==> src/rtl/inst_encoder.sv <==
// Packs a 32-bit immediate into the I/S/B/J/U fields of an RV32I instruction word.
// Results queue in a 2-entry FIFO tagged with a sequential byte address and an error flag.
module inst_encoder #(
    parameter int                ADDR_W    = 10,
    parameter logic [ADDR_W-1:0] BASE_ADDR = '0,
    parameter int                CNT_W     = 8
) (
    input  logic              clk,
    input  logic              rst,
    input  logic              restart,
    input  logic              in_valid,
    output logic              in_ready,
    input  logic [31:0]       in_base,
    input  logic [31:0]       in_imm,
    input  logic [2:0]        in_sel,
    output logic              out_valid,
    input  logic              out_ready,
    output logic [31:0]       out_inst,
    output logic [ADDR_W-1:0] out_addr,
    output logic              out_err,
    output logic [CNT_W-1:0]  err_cnt
);

    localparam logic [2:0] SEL_I = 3'b000;
    localparam logic [2:0] SEL_S = 3'b001;
    localparam logic [2:0] SEL_B = 3'b010;
    localparam logic [2:0] SEL_J = 3'b011;
    localparam logic [2:0] SEL_U = 3'b100;

    logic [1:0]        count;
    logic [31:0]       tail_inst;
    logic [ADDR_W-1:0] tail_addr;
    logic              tail_err;
    logic [ADDR_W-1:0] next_addr;

    logic [31:0] mask;
    logic [31:0] fields;
    logic [31:0] enc_inst;
    logic        enc_err;
    logic        i_err;
    logic        b_err;
    logic        j_err;
    logic        u_err;
    logic        accept;
    logic        pop;

    // An immediate fits when every bit above the field's sign bit matches it.
    assign i_err = ~((&in_imm[31:11]) | ~(|in_imm[31:11]));
    assign b_err = in_imm[0] | ~((&in_imm[31:12]) | ~(|in_imm[31:12]));
    assign j_err = in_imm[0] | ~((&in_imm[31:20]) | ~(|in_imm[31:20]));
    assign u_err = ~((&in_imm[31:19]) | ~(|in_imm[31:19]));

    always_comb begin
        mask    = '0;
        fields  = '0;
        enc_err = 1'b0;
        case (in_sel)
            SEL_I: begin
                mask    = 32'hFFF0_0000;
                fields  = {in_imm[11:0], 20'b0};
                enc_err = i_err;
            end
            SEL_S: begin
                mask    = 32'hFE00_0F80;
                fields  = {in_imm[11:5], 13'b0, in_imm[4:0], 7'b0};
                enc_err = i_err;
            end
            SEL_B: begin
                mask    = 32'hFE00_0F80;
                fields  = {in_imm[12], in_imm[10:5], 13'b0, in_imm[4:1], in_imm[11], 7'b0};
                enc_err = b_err;
            end
            SEL_J: begin
                mask    = 32'hFFFF_F000;
                fields  = {in_imm[20], in_imm[10:1], in_imm[11], in_imm[19:12], 12'b0};
                enc_err = j_err;
            end
            SEL_U: begin
                mask    = 32'hFFFF_F000;
                fields  = {in_imm[19:0], 12'b0};
                enc_err = u_err;
            end
            default: begin
                mask    = '0;
                fields  = '0;
                enc_err = 1'b1;
            end
        endcase
        enc_inst = (in_base & ~mask) | fields;
    end

    assign out_valid = (count != 2'd0);
    assign in_ready  = (count < 2'd2) & ~restart;
    assign accept    = in_valid & in_ready;
    assign pop       = out_valid & out_ready;

    // The head entry drives the outputs directly; the tail only holds a second word.
    always_ff @(posedge clk or posedge rst) begin
        if (rst) begin
            count     <= 2'd0;
            out_inst  <= '0;
            out_addr  <= '0;
            out_err   <= 1'b0;
            tail_inst <= '0;
            tail_addr <= '0;
            tail_err  <= 1'b0;
            next_addr <= BASE_ADDR;
        end else if (restart) begin
            count     <= 2'd0;
            next_addr <= BASE_ADDR;
        end else begin
            if (accept) begin
                next_addr <= next_addr + ADDR_W'(4);
            end
            case (count)
                2'd0: begin
                    if (accept) begin
                        out_inst <= enc_inst;
                        out_addr <= next_addr;
                        out_err  <= enc_err;
                        count    <= 2'd1;
                    end
                end
                2'd1: begin
                    if (accept && pop) begin
                        out_inst <= enc_inst;
                        out_addr <= next_addr;
                        out_err  <= enc_err;
                    end else if (accept) begin
                        tail_inst <= enc_inst;
                        tail_addr <= next_addr;
                        tail_err  <= enc_err;
                        count     <= 2'd2;
                    end else if (pop) begin
                        count <= 2'd0;
                    end
                end
                2'd2: begin
                    if (pop) begin
                        out_inst <= tail_inst;
                        out_addr <= tail_addr;
                        out_err  <= tail_err;
                        count    <= 2'd1;
                    end
                end
                default: count <= 2'd0;
            endcase
        end
    end

    always_ff @(posedge clk or posedge rst) begin
        if (rst) begin
            err_cnt <= '0;
        end else if (accept && enc_err && (err_cnt != {CNT_W{1'b1}})) begin
            err_cnt <= err_cnt + CNT_W'(1);
        end
    end

endmodule
==> config.mk <==
export PLATFORM = sky130hd
export DESIGN_NAME = inst_encoder
export DESIGN_NICKNAME = d
export VERILOG_FILES = /design/src/rtl/inst_encoder.sv
export SDC_FILE = /design/constraint.sdc
export NUM_CORES = 1
export LEC_CHECK = 0
export CAP_MARGIN = 10
export CORE_MARGIN = 5
export CORE_UTILIZATION = 30
export DETAILED_ROUTE_END_ITERATION = 8
export GPL_ROUTABILITY_DRIVEN = 0
export PLACE_DENSITY_LB_ADDON = 0.15
export RECOVER_POWER = 25
export SYNTH_ARGS = -nofsm -noshare
export SYNTH_HDL_FRONTEND = slang
export SYNTH_SLANG_ARGS = --single-unit
==> constraint.sdc <==
create_clock -name clk -period 4.7 [get_ports clk]
set_input_delay 0.47 -clock clk [delete_from_list [all_inputs] [get_ports clk]]
set_output_delay 0.47 -clock clk [all_outputs]
set_load 0.01 [all_outputs]
==> run_summary.xml <==
<?xml version="1.0" encoding="UTF-8"?>
<metrics>
  <group name="timing">
    <metric name="timing.final.crit_period" unit="ns">2.84</metric>
    <metric name="grt_setup_unrepaired" unit="">false</metric>
    <metric name="max_slew_margin" unit="%">28.7</metric>
    <metric name="timing.clock.skew" unit="ns">0.00638</metric>
    <metric name="drv_slew" unit="">0</metric>
    <metric name="setup_ws" unit="ns">1.86</metric>
    <metric name="fin_tns_setup" unit="ns">0</metric>
    <metric name="final.period_utilization" unit="%">60.5</metric>
    <metric name="final-setup-viol-count" unit="">0</metric>
    <metric name="maximum_frequency_from_static_timing_analysis" unit="GHz">0.352</metric>
    <metric name="tightestPinTransition" unit="ns">1.07</metric>
    <metric name="timing_hold_violations_final" unit="">0</metric>
  </group>
  <group name="final_layout">
    <metric name="antenna_cells_inserted" unit="">0</metric>
    <metric name="share_of_post_route_cells_with_drive_strength_above_1" unit="%">8.77</metric>
    <metric name="reg_area" unit="µm²">2500</metric>
    <metric name="postLayoutCoreUtil" unit="%">41.2</metric>
    <metric name="fillerInstances" unit="">1634</metric>
    <metric name="area_taken_by_multi_input_logic_gates" unit="µm²">2470</metric>
    <metric name="areaGrowthSynthToFinish" unit="%">34.1</metric>
    <metric name="layout.nets" unit="">743</metric>
    <metric name="design_area" unit="µm²">6860</metric>
  </group>
  <group name="global_routing">
    <metric name="track_usage" unit="%">14.7</metric>
    <metric name="first_pass_grt_wire_length" unit="mm">23.3</metric>
    <metric name="grt_max_degree" unit="">82</metric>
    <metric name="global_route.overflow_total" unit="">0</metric>
    <metric name="antenna_violations_before_repair" unit="">0</metric>
    <metric name="grt_pass1_vias" unit="">4262</metric>
  </group>
  <group name="synth">
    <metric name="post_synth_and_or_nand_nor_area_fraction" unit="%">19.5</metric>
    <metric name="yosys_warnings" unit="">0</metric>
    <metric name="post_synth_inst_count" unit="">566</metric>
    <metric name="synth.cell_area" unit="µm²">5120</metric>
    <metric name="number_of_flops_mapped_to_enable_cells_by_yosys" unit="">0</metric>
    <metric name="synth_cell_type_count" unit="">48</metric>
    <metric name="synthAdderAreaFrac" unit="%">0.489</metric>
    <metric name="async_flop_share" unit="%">100</metric>
    <metric name="synth-compound-area-share" unit="%">16.5</metric>
    <metric name="share_of_synthesized_area_occupied_by_flip_flops_and_latches" unit="%">48.9</metric>
    <metric name="synth_seq_cells" unit="">100</metric>
    <metric name="synth_ff_type" unit="">sky130_fd_sc_hd__dfrtp_1</metric>
    <metric name="synthesis.area_per_instance" unit="µm²">9.04</metric>
    <metric name="synth.mux.area_fraction" unit="%">9.15</metric>
    <metric name="post_synth_xor_area_fraction" unit="%">2.05</metric>
    <metric name="synth_top_family_by_area" unit="">simple AND/OR/NAND/NOR gates</metric>
  </group>
  <group name="die">
    <metric name="initial_core_util" unit="%">30.7</metric>
    <metric name="die_height" unit="µm">141</metric>
    <metric name="die_width" unit="µm">141</metric>
    <metric name="placementRows" unit="">47</metric>
    <metric name="die_area" unit="µm²">19800</metric>
    <metric name="boundaryPins" unit="">125</metric>
    <metric name="design.core.area" unit="µm²">16600</metric>
  </group>
  <group name="place">
    <metric name="place_hpwl" unit="mm">10.4</metric>
    <metric name="port_buffers" unit="">122</metric>
    <metric name="placement.cell_area" unit="µm²">6540</metric>
    <metric name="worst_slack_at_placement" unit="ns">1.54</metric>
  </group>
  <group name="worst_setup_path">
    <metric name="cp-start-kind" unit="">input pin</metric>
    <metric name="critical_path_buf_inv_count" unit="">1</metric>
    <metric name="critical_path.cell_chain" unit="">clkdlybuf4s50_1 &gt; nor2b_1 &gt; nand2_1 &gt; a21oi_4 &gt; o21ai_0 &gt; o21ai_0</metric>
    <metric name="worst_r2r_startpoint" unit="">count[1]</metric>
    <metric name="crit_arrival" unit="ns">3.11</metric>
    <metric name="cp_slowest_stage_delay" unit="ns">0.88</metric>
    <metric name="critical-path-slowest-cell" unit="">sky130_fd_sc_hd__a21oi_4</metric>
    <metric name="setup.worst_path.class" unit="">input pin to flop</metric>
    <metric name="critPathRequiredTime" unit="ns">4.97</metric>
    <metric name="path_max_fanout" unit="">43</metric>
    <metric name="path_common_cell" unit="">sky130_fd_sc_hd__o21ai_0</metric>
    <metric name="cpLargestDelayFamily" unit="">compound AO/OA/AOI/OAI gates</metric>
    <metric name="worst_setup_path_end_kind" unit="">flop</metric>
    <metric name="setup.worst_path.start" unit="">in_valid</metric>
  </group>
  <group name="flow_run">
    <metric name="maxCapViolations" unit="">0</metric>
  </group>
  <group name="clock_network">
    <metric name="cts_inserted_buffers" unit="">9</metric>
    <metric name="cts_root_buf" unit="">sky130_fd_sc_hd__clkbuf_16</metric>
    <metric name="tritoncts" unit="">done</metric>
    <metric name="clk-insertion-delay-late" unit="ns">0.35</metric>
    <metric name="cts_resized" unit="">0</metric>
    <metric name="post-cts-setup-buffers" unit="">0</metric>
    <metric name="htree_num_levels" unit="">3</metric>
    <metric name="clock_path_buffers" unit="">2</metric>
    <metric name="tritoncts_num_sinks" unit="">100</metric>
    <metric name="hold_fix_buffers_at_cts" unit="">0</metric>
    <metric name="clk_pin_slew" unit="ns">0.07</metric>
  </group>
  <group name="routing">
    <metric name="route.detailed.vias_per_inst" unit="">5.01</metric>
    <metric name="antenna_violating_nets_post_route" unit="">0</metric>
    <metric name="drt-initial-drc-count" unit="">246</metric>
    <metric name="wirelength" unit="mm">14.4</metric>
    <metric name="post_drt_wl_per_cell" unit="µm">16.2</metric>
    <metric name="detail_route.drc_violations" unit="">0</metric>
    <metric name="number_of_optimization_iterations_in_the_first_detailed_route_pass" unit="">4</metric>
    <metric name="via_count" unit="">4474</metric>
  </group>
  <group name="pwr">
    <metric name="vdd_ir_drop_max" unit="µV">171</metric>
    <metric name="power.leakage" unit="µW">0.00289</metric>
    <metric name="pwr_density_cell" unit="nW/µm²">383</metric>
    <metric name="p_total" unit="µW">2630</metric>
  </group>
  <group name="status">
    <metric name="outcome" unit="">finished, final reports clean</metric>
  </group>
  <group name="worst_hold_path">
    <metric name="hold_class" unit="">flop to flop</metric>
    <metric name="worst_hold_startpoint" unit="">out_inst[12]</metric>
  </group>
</metrics>
## synth_stat cells, types with 2 or more instances
| cell | instances | share of area, % |
|---|---|---|
| sky130_fd_sc_hd__xor2_1 | 6 | 1.0 |
| sky130_fd_sc_hd__a22oi_1 | 5 | 0.73 |
| sky130_fd_sc_hd__clkbuf_1 | 31 | 2.3 |
| sky130_fd_sc_hd__a21o_1 | 8 | 1.2 |
| sky130_fd_sc_hd__o21bai_1 | 4 | 0.59 |
| sky130_fd_sc_hd__dfrtp_1 | 100 | 49 |
| sky130_fd_sc_hd__nor4_1 | 6 | 0.73 |
| sky130_fd_sc_hd__nand2_1 | 95 | 7.0 |
| sky130_fd_sc_hd__mux2i_1 | 16 | 3.1 |
| sky130_fd_sc_hd__nand4b_1 | 2 | 0.34 |
| sky130_fd_sc_hd__inv_1 | 2 | 0.15 |
| sky130_fd_sc_hd__buf_4 | 2 | 0.29 |
| sky130_fd_sc_hd__nor2_1 | 83 | 6.1 |
| sky130_fd_sc_hd__nand3_1 | 8 | 0.78 |
| sky130_fd_sc_hd__and3_1 | 4 | 0.49 |
| sky130_fd_sc_hd__a31oi_1 | 23 | 2.8 |
| sky130_fd_sc_hd__mux2_2 | 26 | 5.7 |
| sky130_fd_sc_hd__o21ai_0 | 45 | 4.4 |
| sky130_fd_sc_hd__nand2b_1 | 3 | 0.37 |
| sky130_fd_sc_hd__nand4_1 | 8 | 0.98 |
| sky130_fd_sc_hd__nor2b_1 | 4 | 0.49 |
| sky130_fd_sc_hd__a21oi_1 | 31 | 3.0 |
| sky130_fd_sc_hd__xnor2_1 | 6 | 1.0 |
| sky130_fd_sc_hd__a211oi_1 | 8 | 1.2 |
| sky130_fd_sc_hd__buf_1 | 3 | 0.22 |
| sky130_fd_sc_hd__ha_1 | 2 | 0.49 |
| sky130_fd_sc_hd__nor3_1 | 2 | 0.20 |
| sky130_fd_sc_hd__buf_2 | 3 | 0.29 |
| sky130_fd_sc_hd__nand3b_1 | 3 | 0.44 |
| sky130_fd_sc_hd__o221ai_1 | 7 | 1.2 |
| sky130_fd_sc_hd__nor3b_1 | 3 | 0.44 |
## worst paths after layout
path	slack, ns	depth (start not counted)	end
min	0.48	1	out_inst[12]
max	1.86	6	out_err
min reg2reg	0.48	1	out_inst[12]
min in group asynchronous	0.84	2	out_inst[6]
max in group asynchronous	3.00	3	tail_inst[13]
max reg2reg	2.02	5	out_err
## layer usage
metal  global-route usage [%]  part of all wire, %  wire, µm
met4                     5.41                  2.2       319
met2                     21.7                   44      6360
met1                     20.4                   47      6780
met3                     4.40                  6.6       952
met5                        0                    0         0
## cell usage in the layout, fill, tap and decap left out, types with 2 or more instances in the layout
| cell type | count |
|---|---|
| sky130_fd_sc_hd__a211oi_1 | 8 |
| sky130_fd_sc_hd__a21o_1 | 8 |
| sky130_fd_sc_hd__a21oi_1 | 30 |
| sky130_fd_sc_hd__a22oi_1 | 5 |
| sky130_fd_sc_hd__a31oi_1 | 23 |
| sky130_fd_sc_hd__and3_1 | 4 |
| sky130_fd_sc_hd__buf_4 | 8 |
| sky130_fd_sc_hd__bufinv_16 | 2 |
| sky130_fd_sc_hd__clkbuf_16 | 9 |
| sky130_fd_sc_hd__clkdlybuf4s50_1 | 121 |
| sky130_fd_sc_hd__conb_1 | 2 |
| sky130_fd_sc_hd__dfrtp_1 | 100 |
| sky130_fd_sc_hd__ha_1 | 2 |
| sky130_fd_sc_hd__mux2_2 | 26 |
| sky130_fd_sc_hd__mux2i_1 | 16 |
| sky130_fd_sc_hd__nand2_1 | 95 |
| sky130_fd_sc_hd__nand2b_1 | 3 |
| sky130_fd_sc_hd__nand3_1 | 8 |
| sky130_fd_sc_hd__nand3b_1 | 3 |
| sky130_fd_sc_hd__nand4_1 | 8 |
| sky130_fd_sc_hd__nand4b_1 | 2 |
| sky130_fd_sc_hd__nor2_1 | 83 |
| sky130_fd_sc_hd__nor2b_1 | 3 |
| sky130_fd_sc_hd__nor3_1 | 2 |
| sky130_fd_sc_hd__nor3b_1 | 3 |
| sky130_fd_sc_hd__nor4_1 | 6 |
| sky130_fd_sc_hd__o21ai_0 | 45 |
| sky130_fd_sc_hd__o21bai_1 | 4 |
| sky130_fd_sc_hd__o221ai_1 | 7 |
| sky130_fd_sc_hd__xnor2_1 | 6 |
| sky130_fd_sc_hd__xor2_1 | 6 |
## per-stage QoR
stage | hold slack (ns) | std cells
finish | 0.477 | 893
global route | 0.488 | 893
CTS | 0.481 | 893
detailed placement | 0.465 | 878
global placement | 0.463 | 878
floorplan | 0.450 | 567
## sequential cells by signal, indices dropped and copies added, names as in the netlist
register and flops:
out_inst 32, tail_err 1, count 2, tail_addr 8
err_cnt 8, out_err 1, next_addr 8, out_addr 8
tail_inst 32
## final cells by class
type                            count  area share [%]
Sequential cell                   100            36.5
Multi-Input combinational cell    425            36.0
Timing Repair Buffer              130            18.7
Tap cell                          220            4.01
Clock buffer                       10            3.48
Clock inverter                      5            1.22
Inverter                            3           0.201
## logic make-up after synthesis
family,after synthesis
AOI/OAI and AO/OA,139
xor gates and xnor gates,12
adders and majority gates,2
buffers and inverters,42
DFF,100
muxes,43
other,1
and+or+nand+nor,227
## power by group
group	leakage (µW)	internal (µW)	total [µW]	switching, µW
clock	0.000156	481	816	334
sequential	0.00124	1040	1160	117
combinational	0.00149	363	655	291
total	0.00289	1880	2630	743
## worst reg2reg max path: stages, from the launching register on
cell	delay, ns
sky130_fd_sc_hd__dfrtp_1	0.45
sky130_fd_sc_hd__nor2b_1	0.62
sky130_fd_sc_hd__nand2_1	0.23
sky130_fd_sc_hd__a21oi_4	0.88
sky130_fd_sc_hd__o21ai_0	0.22
sky130_fd_sc_hd__o21ai_0	0.20
(Power assumes the default switching activity.)
